$ cat src/rtl/sdrc_bank_req_q.sv
// Per-controller request queue between the request generator and the bank FSMs.
// Holds burst chunks in FIFO order and tracks the open row of each bank for page-hit hints.
module sdrc_bank_req_q #(
    parameter int DEPTH = 4,
    parameter int ID_W  = 4,
    parameter int LEN_W = 12
) (
    input  logic                       clk,
    input  logic                       reset_n,

    input  logic                       r2b_req,
    input  logic [ID_W-1:0]            r2b_req_id,
    input  logic                       r2b_start,
    input  logic                       r2b_last,
    input  logic                       r2b_wrap,
    input  logic [1:0]                 r2b_ba,
    input  logic [12:0]                r2b_raddr,
    input  logic [12:0]                r2b_caddr,
    input  logic [LEN_W-1:0]           r2b_len,
    input  logic                       r2b_write,
    output logic                       b2r_ack,
    output logic                       b2r_arb_ok,

    input  logic                       q_pop,
    input  logic                       close_all,
    output logic                       q_valid,
    output logic [ID_W-1:0]            q_id,
    output logic                       q_start,
    output logic                       q_last,
    output logic                       q_wrap,
    output logic [1:0]                 q_ba,
    output logic [12:0]                q_raddr,
    output logic [12:0]                q_caddr,
    output logic [LEN_W-1:0]           q_len,
    output logic                       q_write,
    output logic                       q_page_hit,
    output logic [$clog2(DEPTH):0]     q_count
);

    localparam int AW = $clog2(DEPTH);
    localparam int CW = AW + 1;
    localparam logic [CW-1:0] FULL_CNT = CW'(DEPTH);
    localparam logic [CW-1:0] ARB_CNT  = CW'(DEPTH - 2);
    localparam int NBANK = 4;

    // Entry storage is intentionally unreset; validity comes from r_count alone.
    logic [ID_W-1:0]   r_id    [DEPTH];
    logic              r_start [DEPTH];
    logic              r_last  [DEPTH];
    logic              r_wrap  [DEPTH];
    logic [1:0]        r_ba    [DEPTH];
    logic [12:0]       r_raddr [DEPTH];
    logic [12:0]       r_caddr [DEPTH];
    logic [LEN_W-1:0]  r_len   [DEPTH];
    logic              r_write [DEPTH];

    logic [AW-1:0]     r_wptr;
    logic [AW-1:0]     r_rptr;
    logic [CW-1:0]     r_count;

    logic [NBANK-1:0]  r_row_valid;
    logic [12:0]       r_row [NBANK];

    logic              w_push;
    logic              w_pop;
    logic              w_row_match;

    // Accept/pop decisions use the registered count only; a pop at full does not
    // admit a push in the same cycle.
    assign b2r_ack    = reset_n & r2b_req & (r_count < FULL_CNT);
    assign b2r_arb_ok = reset_n & (r_count <= ARB_CNT);
    assign q_valid    = reset_n & (r_count != '0);

    assign w_push = b2r_ack;
    assign w_pop  = q_pop & q_valid;

    always_ff @(posedge clk) begin
        if (w_push) begin
            r_id[r_wptr]    <= r2b_req_id;
            r_start[r_wptr] <= r2b_start;
            r_last[r_wptr]  <= r2b_last;
            r_wrap[r_wptr]  <= r2b_wrap;
            r_ba[r_wptr]    <= r2b_ba;
            r_raddr[r_wptr] <= r2b_raddr;
            r_caddr[r_wptr] <= r2b_caddr;
            r_len[r_wptr]   <= r2b_len;
            r_write[r_wptr] <= r2b_write;
        end
    end

    always_ff @(posedge clk) begin
        if (!reset_n) begin
            r_wptr  <= '0;
            r_rptr  <= '0;
            r_count <= '0;
        end else begin
            if (w_push)
                r_wptr <= r_wptr + AW'(1);
            if (w_pop)
                r_rptr <= r_rptr + AW'(1);
            case ({w_push, w_pop})
                2'b10:   r_count <= r_count + CW'(1);
                2'b01:   r_count <= r_count - CW'(1);
                default: r_count <= r_count;
            endcase
        end
    end

    assign q_id    = r_id[r_rptr];
    assign q_start = r_start[r_rptr];
    assign q_last  = r_last[r_rptr];
    assign q_wrap  = r_wrap[r_rptr];
    assign q_ba    = r_ba[r_rptr];
    assign q_raddr = r_raddr[r_rptr];
    assign q_caddr = r_caddr[r_rptr];
    assign q_len   = r_len[r_rptr];
    assign q_write = r_write[r_rptr];
    assign q_count = r_count;

    // Open-row table: a popped entry opens its row; close_all overrides any pop.
    genvar b;
    generate
        for (b = 0; b < NBANK; b++) begin : g_bank
            always_ff @(posedge clk) begin
                if (!reset_n || close_all)
                    r_row_valid[b] <= 1'b0;
                else if (w_pop && q_ba == 2'(b))
                    r_row_valid[b] <= 1'b1;
            end

            always_ff @(posedge clk) begin
                if (reset_n && w_pop && q_ba == 2'(b))
                    r_row[b] <= q_raddr;
            end
        end
    endgenerate

    assign w_row_match = r_row_valid[q_ba] & (r_row[q_ba] == q_raddr);
    assign q_page_hit  = q_valid & w_row_match;

endmodule

$ cat config.mk
export PLATFORM = sky130hd
export DESIGN_NAME = sdrc_bank_req_q
export DESIGN_NICKNAME = d
export VERILOG_FILES = /design/src/rtl/sdrc_bank_req_q.sv
export SDC_FILE = /design/constraint.sdc
export NUM_CORES = 1
export LEC_CHECK = 0
export ABC_AREA = 1
export BUFFER_PORTS_ARGS = -buffer_cell sky130_fd_sc_hd__buf_2
export CORE_MARGIN = 5
export CORE_UTILIZATION = 45
export DETAILED_ROUTE_END_ITERATION = 10
export REMOVE_ABC_BUFFERS = 1
export SYNTH_ARGS = -nofsm -noshare
export SYNTH_HDL_FRONTEND = slang
export SYNTH_SLANG_ARGS = --single-unit
$ cat constraint.sdc
create_clock -name clk -period 10.92 [get_ports clk]
set_input_delay 2.184 -clock clk [delete_from_list [all_inputs] [get_ports clk]]
set_output_delay 2.184 -clock clk [all_outputs]
set_load 0.005 [all_outputs]
# == Word-level counts from Yosys, hierarchy flattened ==
# Memories as Yosys holds them, arrays and structs flattened. A register that Yosys moved wholly into a read port is not among the register bits.
# Index checks and enable logic that the tools add are counted.
# classes
bitwise_logic,7
eq_ne,6
reduce_logical,17
n_lt_le_gt_ge,3
muxes,40
add_sub_neg,4
# op_table
op,count
$mux 2,21
$mux 13,3
$reduce_or 13->1,3
$mux 1,14
$eq 13x13->1,1
$logic_and 1x1->1,9
$and 1x1->1,7
$eq 2x2->1 const B,3
$pmux 3 s2,1
$add 2x1->2 const B,2
$eq 2x1->1 const B,2
$add 3x1->3 const B,1
$le 3x2->1 const B,1
$lt 2x3->1 const B,1
$lt 3x3->1 const B,1
$reduce_bool 3->1,1
$sub 3x1->3 const B,1
$bmux 1 s2,1
$logic_not 2->1,1
$reduce_bool 2->1,1
$logic_not 1->1,1
$logic_or 1x1->1,1
# totals
ramBits,244
register_bits,11
input_bits,53
mem_count,10
word_cells,94
output_inout_bits,55
# mem_list
name,depth,word_bits,read_ports,rd_clocked_by_memory_dff,wr,line,rtl
r_caddr,4,13,1,1,1,53,logic [12:0] r_caddr [DEPTH];
r_raddr,4,13,1,1,1,52,logic [12:0] r_raddr [DEPTH];
r_row,4,13,1,0,1,62,logic [12:0] r_row [NBANK];
r_len,4,12,1,1,1,54,logic [LEN_W-1:0] r_len [DEPTH];
r_id,4,4,1,1,1,47,logic [ID_W-1:0] r_id [DEPTH];
r_ba,4,2,1,1,1,51,logic [1:0] r_ba [DEPTH];
4 more memories,--,--,--,--,--,--,

# == Depth between registers and ports, before layout ==
# Gate-level depths: netlist (run 1).
# logic_depth
depth_word,11
depth_mapped,16
depth_no_buf,15

# == Worst setup path before layout (run 1) ==
# OpenSTA, ideal clock, no wires.
# synth_timing
path_type,input to output
from,input port reset_n
to,output port q_page_hit
cell_stages,8
t_required_ps,8736
path_buffers,0
arrival_time_ps,2933
path_slack_ps,5803
cell_sequence,inv_1 > a31oi_1 > nand2_1 > nor2_1 > nand2_1 > nor2_1 > nand2_1 > nor2_1
# synth_via
elab_chain_cells,2
# synth_lines
item,line,rtl
start: declaration,9,"input logic reset_n,"
$and 1x1->1,72,assign q_valid = reset_n & (r_count != '0);
named net q_valid,26,"output logic q_valid,"
$and 1x1->1,139,assign q_page_hit = q_valid & w_row_match;
end: declaration,36,"output logic q_page_hit,"
# The timed path passes the listed nets, and every way through them passes these cells.

==> metrics.cfg, run 1 <==
[cells_and_area]
layout_commonest_cell = edfxtp_1
multiInputGateArea_um2 = 2290
final_cell_count_no_fill = 1232
fillCellCount = 1946
drive_gt1_share_pct = 20.4
fin_nets = 984
layout.area.seq_um2 = 7590
syn2layout_area_growth_pct = 17.6
final_cell_mix = edfxtp_1, nand2_1, nor2_1
utilization_pct = 53.3

[setup_path]
crit_path_start_kind = flip-flop
cpLargestDelayFamily = simple AND/OR/NAND/NOR gates
crit_type = flip-flop to primary output
critPathSlowestCell = dfxtp_4
crit_path_cell_trace = buf_4, nand2_1, nand3_4, nand2_4, inv_2, nand2_1, nand2_1, nand2_1, nand2_1, nand2_1, nand2_1, nand2_1, nor2_1, nand2_1, nor2_1, buf_2
endpoint_kind = primary output
r2r_slack_ns = 7.77
crit_top_cell = nand2_1
cpPeakStageDelay_ns = 0.61
cp.arrival_ns = 3.69
critical_path_required_ns = 8.74
crit_path_max_fanout = 62
regToRegEndpoint = r_row[3][6]
crit_buf_inv = 3
rr_worst_depth = 7

[power]
ir_drop_mv = 0.138
switchingPower_mw = 0.487
total_power_mw = 2.24
power_density_nw_per_um2 = 186
power_frac_seq_pct = 49.9
swShare_pct = 21.8
clkPwrFrac_pct = 43.1
p_leak_nw = 4.50
p_int_mw = 1.75
combinationalPowerShare_pct = 7.0

[placed_design]
dpl_worst_slack_ns = 5.35
place.gp.congestion = 0.761
port_buffers = 107
hpwl_mm = 11.4
dpl.cell_count = 1180

[timing]
setup_ws_ns = 5.04
fin_crit_ns = 5.88
skew_ns = 0.0466
finalHoldViolations = 0
setup_viol = 0
rsz0062_at_grt = no
fmax_ghz = 0.170
fin_crit_sh_pct = 53.8
slew_headroom_pct = 41.5
drv_slew = 0
tightest_slew_ns = 0.878
tns_ns = 0

[synth]
synth_compound_area_share_pct = 7.97
syn_avg_cell_area_um2 = 12.5
yosys.area_share.xor_xnor_pct = 0.0859
synthCells = 816
synth_top_family_by_area = simple AND/OR/NAND/NOR gates
synth_fa_ha_area_share_pct = 0.810
synth_cell_types = 31
yosys.area_share.simple_pct = 13.2
synth_seq_cells = 257
yosys_warnings = 0
yosysSeqAreaShare_pct = 74.4
netlist_area_um2 = 10200
synthMuxAreaShare_pct = 0

[die]
die_h_um = 161
start_util_pct = 45.3
die_w_um = 161
ios = 108
rows = 55
die_area_um2 = 25800
design.core.area_um2 = 22500

[route]
drtIter0Drc = 369
drtPass1Iterations = 4
viasPerCell = 5.09
wl_per_cell_um = 17.0
ant_nets = 0
routed_wl_mm = 20.9
remaining_drc_errors = 0
num_vias = 6273

[clock_tree]
cts_max_level = 1
path_clk_slew_ns = 0.06
numClockSinks = 257
cts_resized = 0
cts-root-buf = clkbuf_16
cts_tree = yes
cts_buffer_depth = 3
cts.repair_timing.setup_buffer_count = 0
postCtsHoldBufs = 0
insertion_delay_ns = 0.56
cts_made_buffers = 28

[global_route]
grt_max_degree = 87
grt_usage_pct = 15.9
overflow = 0
grt_antenna_before_repair = 3
grt_pass1_vias = 6077
grt_pass1_wl_mm = 32.7

[min_path]
hp-start = r_row_valid[2]
hold_path.class = flip-flop to flip-flop
hold_end = r_row_valid[2]
whs_path_depth = 2

[outcome]
status = finished, final reports clean

[flow_run]
max_cap_viol_count = 0

[metrics by stage]
stage | instance area (um^2) | hold slack [ns]
CTS | 12000 | 0.459
detailed placement | 11000 | 0.449
floorplan | 10000 | 0.427
global route | 12000 | 0.481
global placement | 11000 | 0.443
finish | 12000 | 0.459
[worst min-delay path, cell delays in order (launching register included)]
cell,delay (ns)
dfxtp_1,0.31
inv_1,0.05
a21oi_1,0.05
[cell type report]
| class | instances | share of cell area [%] |
|---|---|---|
| Antenna cell | 1 | 0.0209 |
| Inverter | 49 | 1.53 |
| Timing Repair Buffer | 116 | 5.03 |
| Multi-Input combinational cell | 473 | 19.1 |
| Clock buffer | 31 | 5.94 |
| Tap cell | 285 | 2.97 |
| Sequential cell | 257 | 63.3 |
| Clock inverter | 20 | 2.11 |
[Yosys cell counts (all sizes together)]
master  number  share of area [%]
nand3       34                1.9
a31oi        1              0.061
o21a         1              0.074
xor2         1              0.086
a21oi       10               0.49
nor3         1              0.049
dfxtp       13                2.6
nor2       113                4.2
o21ba        1              0.098
or2         21                1.3
o21ai       82                4.0
fa           1               0.20
a211oi       1              0.074
buf         13               0.81
edfxtp     244                 72
clkbuf      24               0.88
a32oi        8               0.76
o211ai       4               0.29
inv         49                1.8
o22ai       34                2.1
ha           5               0.61
nand2      155                5.8
[sequential cells by signal (all words and copies together), names as in the netlist, named ones only]
signal       count
r_row_valid      4
r_start          4
r_wrap           4
r_rptr           2
r_raddr         52
r_caddr         52
r_row           52
r_write          4
r_id            16
r_wptr           2
r_last           4
r_ba             8
r_len           48
q_count          3
[power by group through the flow]
stage / Combinational [mW] / Clock, mW / Sequential, mW
floorplan: 0.0864 / 0 / 1.14
global placement: 0.157 / 0 / 1.14
detailed placement: 0.160 / 0 / 1.14
CTS: 0.160 / 0.986 / 1.11
global route: 0.179 / 1.03 / 1.12
finish: 0.157 / 0.963 / 1.11
[logic make-up after synthesis]
kind of cell,Yosys count
AND/OR/NAND/NOR,324
flip-flops,257
AO/OA/AOI/OAI,142
buffers and inverters,86
adder cells (fa/ha/maj),6
XOR/XNOR,1
[worst max path at each step]
| stage | start | to | slack, ns | cells after the start |
|---|---|---|---|---|
| 6_report | flip-flop | q_page_hit | 5.04 | 16 |
| 5_1_grt | flip-flop | q_page_hit | 4.66 | 16 |
| 3_3_place_gp | reset_n | q_page_hit | 5.38 | 10 |
| 2_1_floorplan | flip-flop | q_page_hit | 4.59 | 14 |
| 4_1_cts | flip-flop | q_page_hit | 5.00 | 16 |
| 3_5_place_dp | reset_n | q_page_hit | 5.35 | 10 |
[layer usage]
metal | vias up | global-route usage [%] | wire [um]
li1 | 3100 | - | -
met1 | 2989 | 21.0 | 9370
met2 | 143 | 26.4 | 9900
met3 | 35 | 4.03 | 1230
met4 | 6 | 3.99 | 400
met5 | - | 0 | 34
Power figures use the tool's default switching activity.
==> inputs of run 2 (changes only) <==
clock period = 5.7 ns   (was 10.92 ns; I/O delays follow)
==> run 2 against run 1 <==
- power increased by 82%
- clock skew shrank 0.028 ns
- cell area down 1.0%
- critical endpoint unchanged
- via count rose by 0.14%
- core utilization decreased by 0.53 points
- largest power group unchanged
- flip-flop and latch count unchanged
- worst setup slack got worse by 4.0 ns
- die area unchanged
- global-route usage increased by 0.45 points
==> metrics.cfg, run 2 (same netlist as run 1, synthesis figures left out) <==
[cells_and_area]
insertedDiodeCount = 0  ; -1
fin_nets = 985  ; +0.10%
layout_commonest_cell = edfxtp_1
syn2layout_area_growth_pct = 16.4
top_regs = r_caddr: 52 flops, r_raddr: 52 flops, r_row: 52 flops
design_area_um2 = 11900  ; -1.0%
final_cell_mix = edfxtp_1, nand2_1, nor2_1
drive_gt1_share_pct = 19.9  ; -0.51 points

[clock_tree]
cts_made_buffers = 28  ; unchanged
cts_resized = 0  ; unchanged
cts-root-buf = clkbuf_16
cts_buffer_depth = 3  ; unchanged
path_clk_slew_ns = 0.06  ; about the same
insertion_delay_ns = 0.55  ; about the same
numClockSinks = 257  ; unchanged
postCtsHoldBufs = 0  ; unchanged
cts_tree = yes
cts.repair_timing.setup_buffer_count = 0  ; unchanged
cts_max_level = 1  ; unchanged

[die]
rows = 55  ; unchanged
die_area_um2 = 25800  ; unchanged
ios = 108  ; unchanged
design.core.area_um2 = 22500  ; unchanged
die_w_um = 161  ; unchanged
die_h_um = 161  ; unchanged
start_util_pct = 45.3  ; unchanged

[route]
remaining_drc_errors = 0  ; unchanged
routed_wl_mm = 20.9  ; about the same
viasPerCell = 5.11  ; +0.31%
drtIter0Drc = 434  ; +18%
drtPass1Iterations = 5  ; +1
ant_nets = 0  ; unchanged
num_vias = 6282  ; +0.14%
wl_per_cell_um = 17.0  ; +0.20%

[setup_path]
crit_top_cell = nand2_1
cp_num_cells = 16  ; unchanged
crit_type = flip-flop to primary output
crit_buf_inv = 3  ; unchanged
rr_worst_depth = 8  ; +1
critical_path_required_ns = 4.56  ; -4.18 ns
cpPeakStageDelay_ns = 0.74  ; +0.13 ns
cp.arrival_ns = 3.55  ; -0.14 ns
critPathSlowestCell = buf_4
endpoint_kind = primary output
cpLargestDelayFamily = simple AND/OR/NAND/NOR gates
crit_path_start_kind = flip-flop
crit_path_cell_trace = buf_4, nand2_1, nand3_4, nand2_4, inv_2, nand2_1, nand2_1, nand2_1, nand2_1, nand2_1, nand2_1, nand2_1, nor2_1, nand2_1, nor2_1, buf_2
crit_path_max_fanout = 104  ; +68%

[power]
swShare_pct = 22.3  ; +0.56 points
combinationalPowerShare_pct = 7.6  ; +0.6 points
ir_drop_mv = 0.263  ; +91%
power_density_nw_per_um2 = 343  ; +84%
p_int_mw = 3.16  ; +81%
power_frac_seq_pct = 52.3  ; +2.4 points
switchingPower_mw = 0.909  ; +87%
p_leak_nw = 4.45  ; -1.1%
clkPwrFrac_pct = 40.1  ; -3.0 points

[global_route]
grt_max_degree = 105  ; +21%
grt_usage_pct = 16.3  ; +0.45 points
overflow = 0  ; unchanged
grt_antenna_before_repair = 4  ; +1
grt_pass1_vias = 6179  ; +1.7%
grt_pass1_wl_mm = 33.6  ; +2.8%

[placed_design]
hpwl_mm = 12.2  ; +7.0%
place.gp.congestion = 0.771  ; +1.4%
place_area_um2 = 11000  ; about the same
port_buffers = 107  ; unchanged

[flow_run]
max_cap_viol_count = 0  ; unchanged

[timing]
finalHoldViolations = 0  ; unchanged
rsz0062_at_grt = no
drv_slew = 0  ; unchanged
skew_ns = 0.0181  ; -0.0284 ns
fmax_ghz = 0.213
tns_ns = 0  ; unchanged
tightest_slew_ns = 1.02  ; +0.138 ns
fin_crit_sh_pct = 82.3
setup_viol = 0  ; unchanged
fin_crit_ns = 4.69
slew_headroom_pct = 32.3  ; -9.2 points

[min_path]
hold_path.class = flip-flop to flip-flop
whs_path_depth = 2  ; unchanged

[outcome]
status = finished, final reports clean

==> run 2: changes by cell type in the layout (fill, tap and decap cells not counted), moves of 2 or more <==
cell and delta:
clkbuf_1 +6, bufinv_16 -5, clkbuf_8 +3, clkinv_1 -2, clkinvlp_4 -2
==> run 2: worst paths after layout <==
kind,startpoint,endpoint,slack (ns)
max,flip-flop,q_page_hit,1.01
min reg2reg,r_row_valid[1],r_row_valid[1],0.46
min,r_row_valid[1],r_row_valid[1],0.46
max reg2reg,flip-flop,r_row[2][5],2.71
==> run 2: cell type report <==
cell class / instances / area, um^2
Clock buffer: 40 / 776
Clock inverter: 9 / 63.8
Fill cell: 1905 / 10600
Multi-Input combinational cell: 473 / 2290
Inverter: 49 / 184
Sequential cell: 257 / 7590
Tap cell: 285 / 357
Timing Repair Buffer: 117 / 611
==> run 2: metal layers <==
metal | share of wire [%] | GRT usage (%) | vias to the layer above
met5 | 0.28 | 0 | -
met2 | 47 | 26.7 | 145
met4 | 1.9 | 3.95 | 8
li1 | - | - | 3102
met1 | 45 | 22.3 | 2983
met3 | 5.9 | 3.75 | 44
==> run 2: tightest hold or removal path, cell delays in order (launching register included) <==
cell,delay (ns)
dfxtp_1,0.31
inv_1,0.05
a21oi_1,0.05
==> run 2: per-stage QoR <==
| step | hold WS (ns) | total power [mW] | setup WS [ns] | utilization [%] | std cells |
|---|---|---|---|---|---|
| after detailed placement | 0.448 | 2.48 | 1.52 | 49.0 | 1181 |
| final | 0.460 | 4.07 | 1.01 | 52.7 | 1230 |
| after floorplan | 0.427 | 2.34 | 0.416 | - | 779 |
| after global placement | 0.447 | 2.48 | 1.56 | 49.0 | 1181 |
| after global routing | 0.498 | 4.24 | 0.560 | 52.7 | 1230 |
| after CTS | 0.459 | 4.12 | 0.943 | 52.7 | 1230 |
==> run 2: power by group through the flow <==
stage | Combinational, mW | Sequential, mW | Clock [mW]
after floorplan | 0.166 | 2.18 | 0
after global placement | 0.310 | 2.17 | 0
after detailed placement | 0.314 | 2.17 | 0
after CTS | 0.314 | 2.13 | 1.68
after global routing | 0.354 | 2.13 | 1.76
final | 0.308 | 2.13 | 1.63
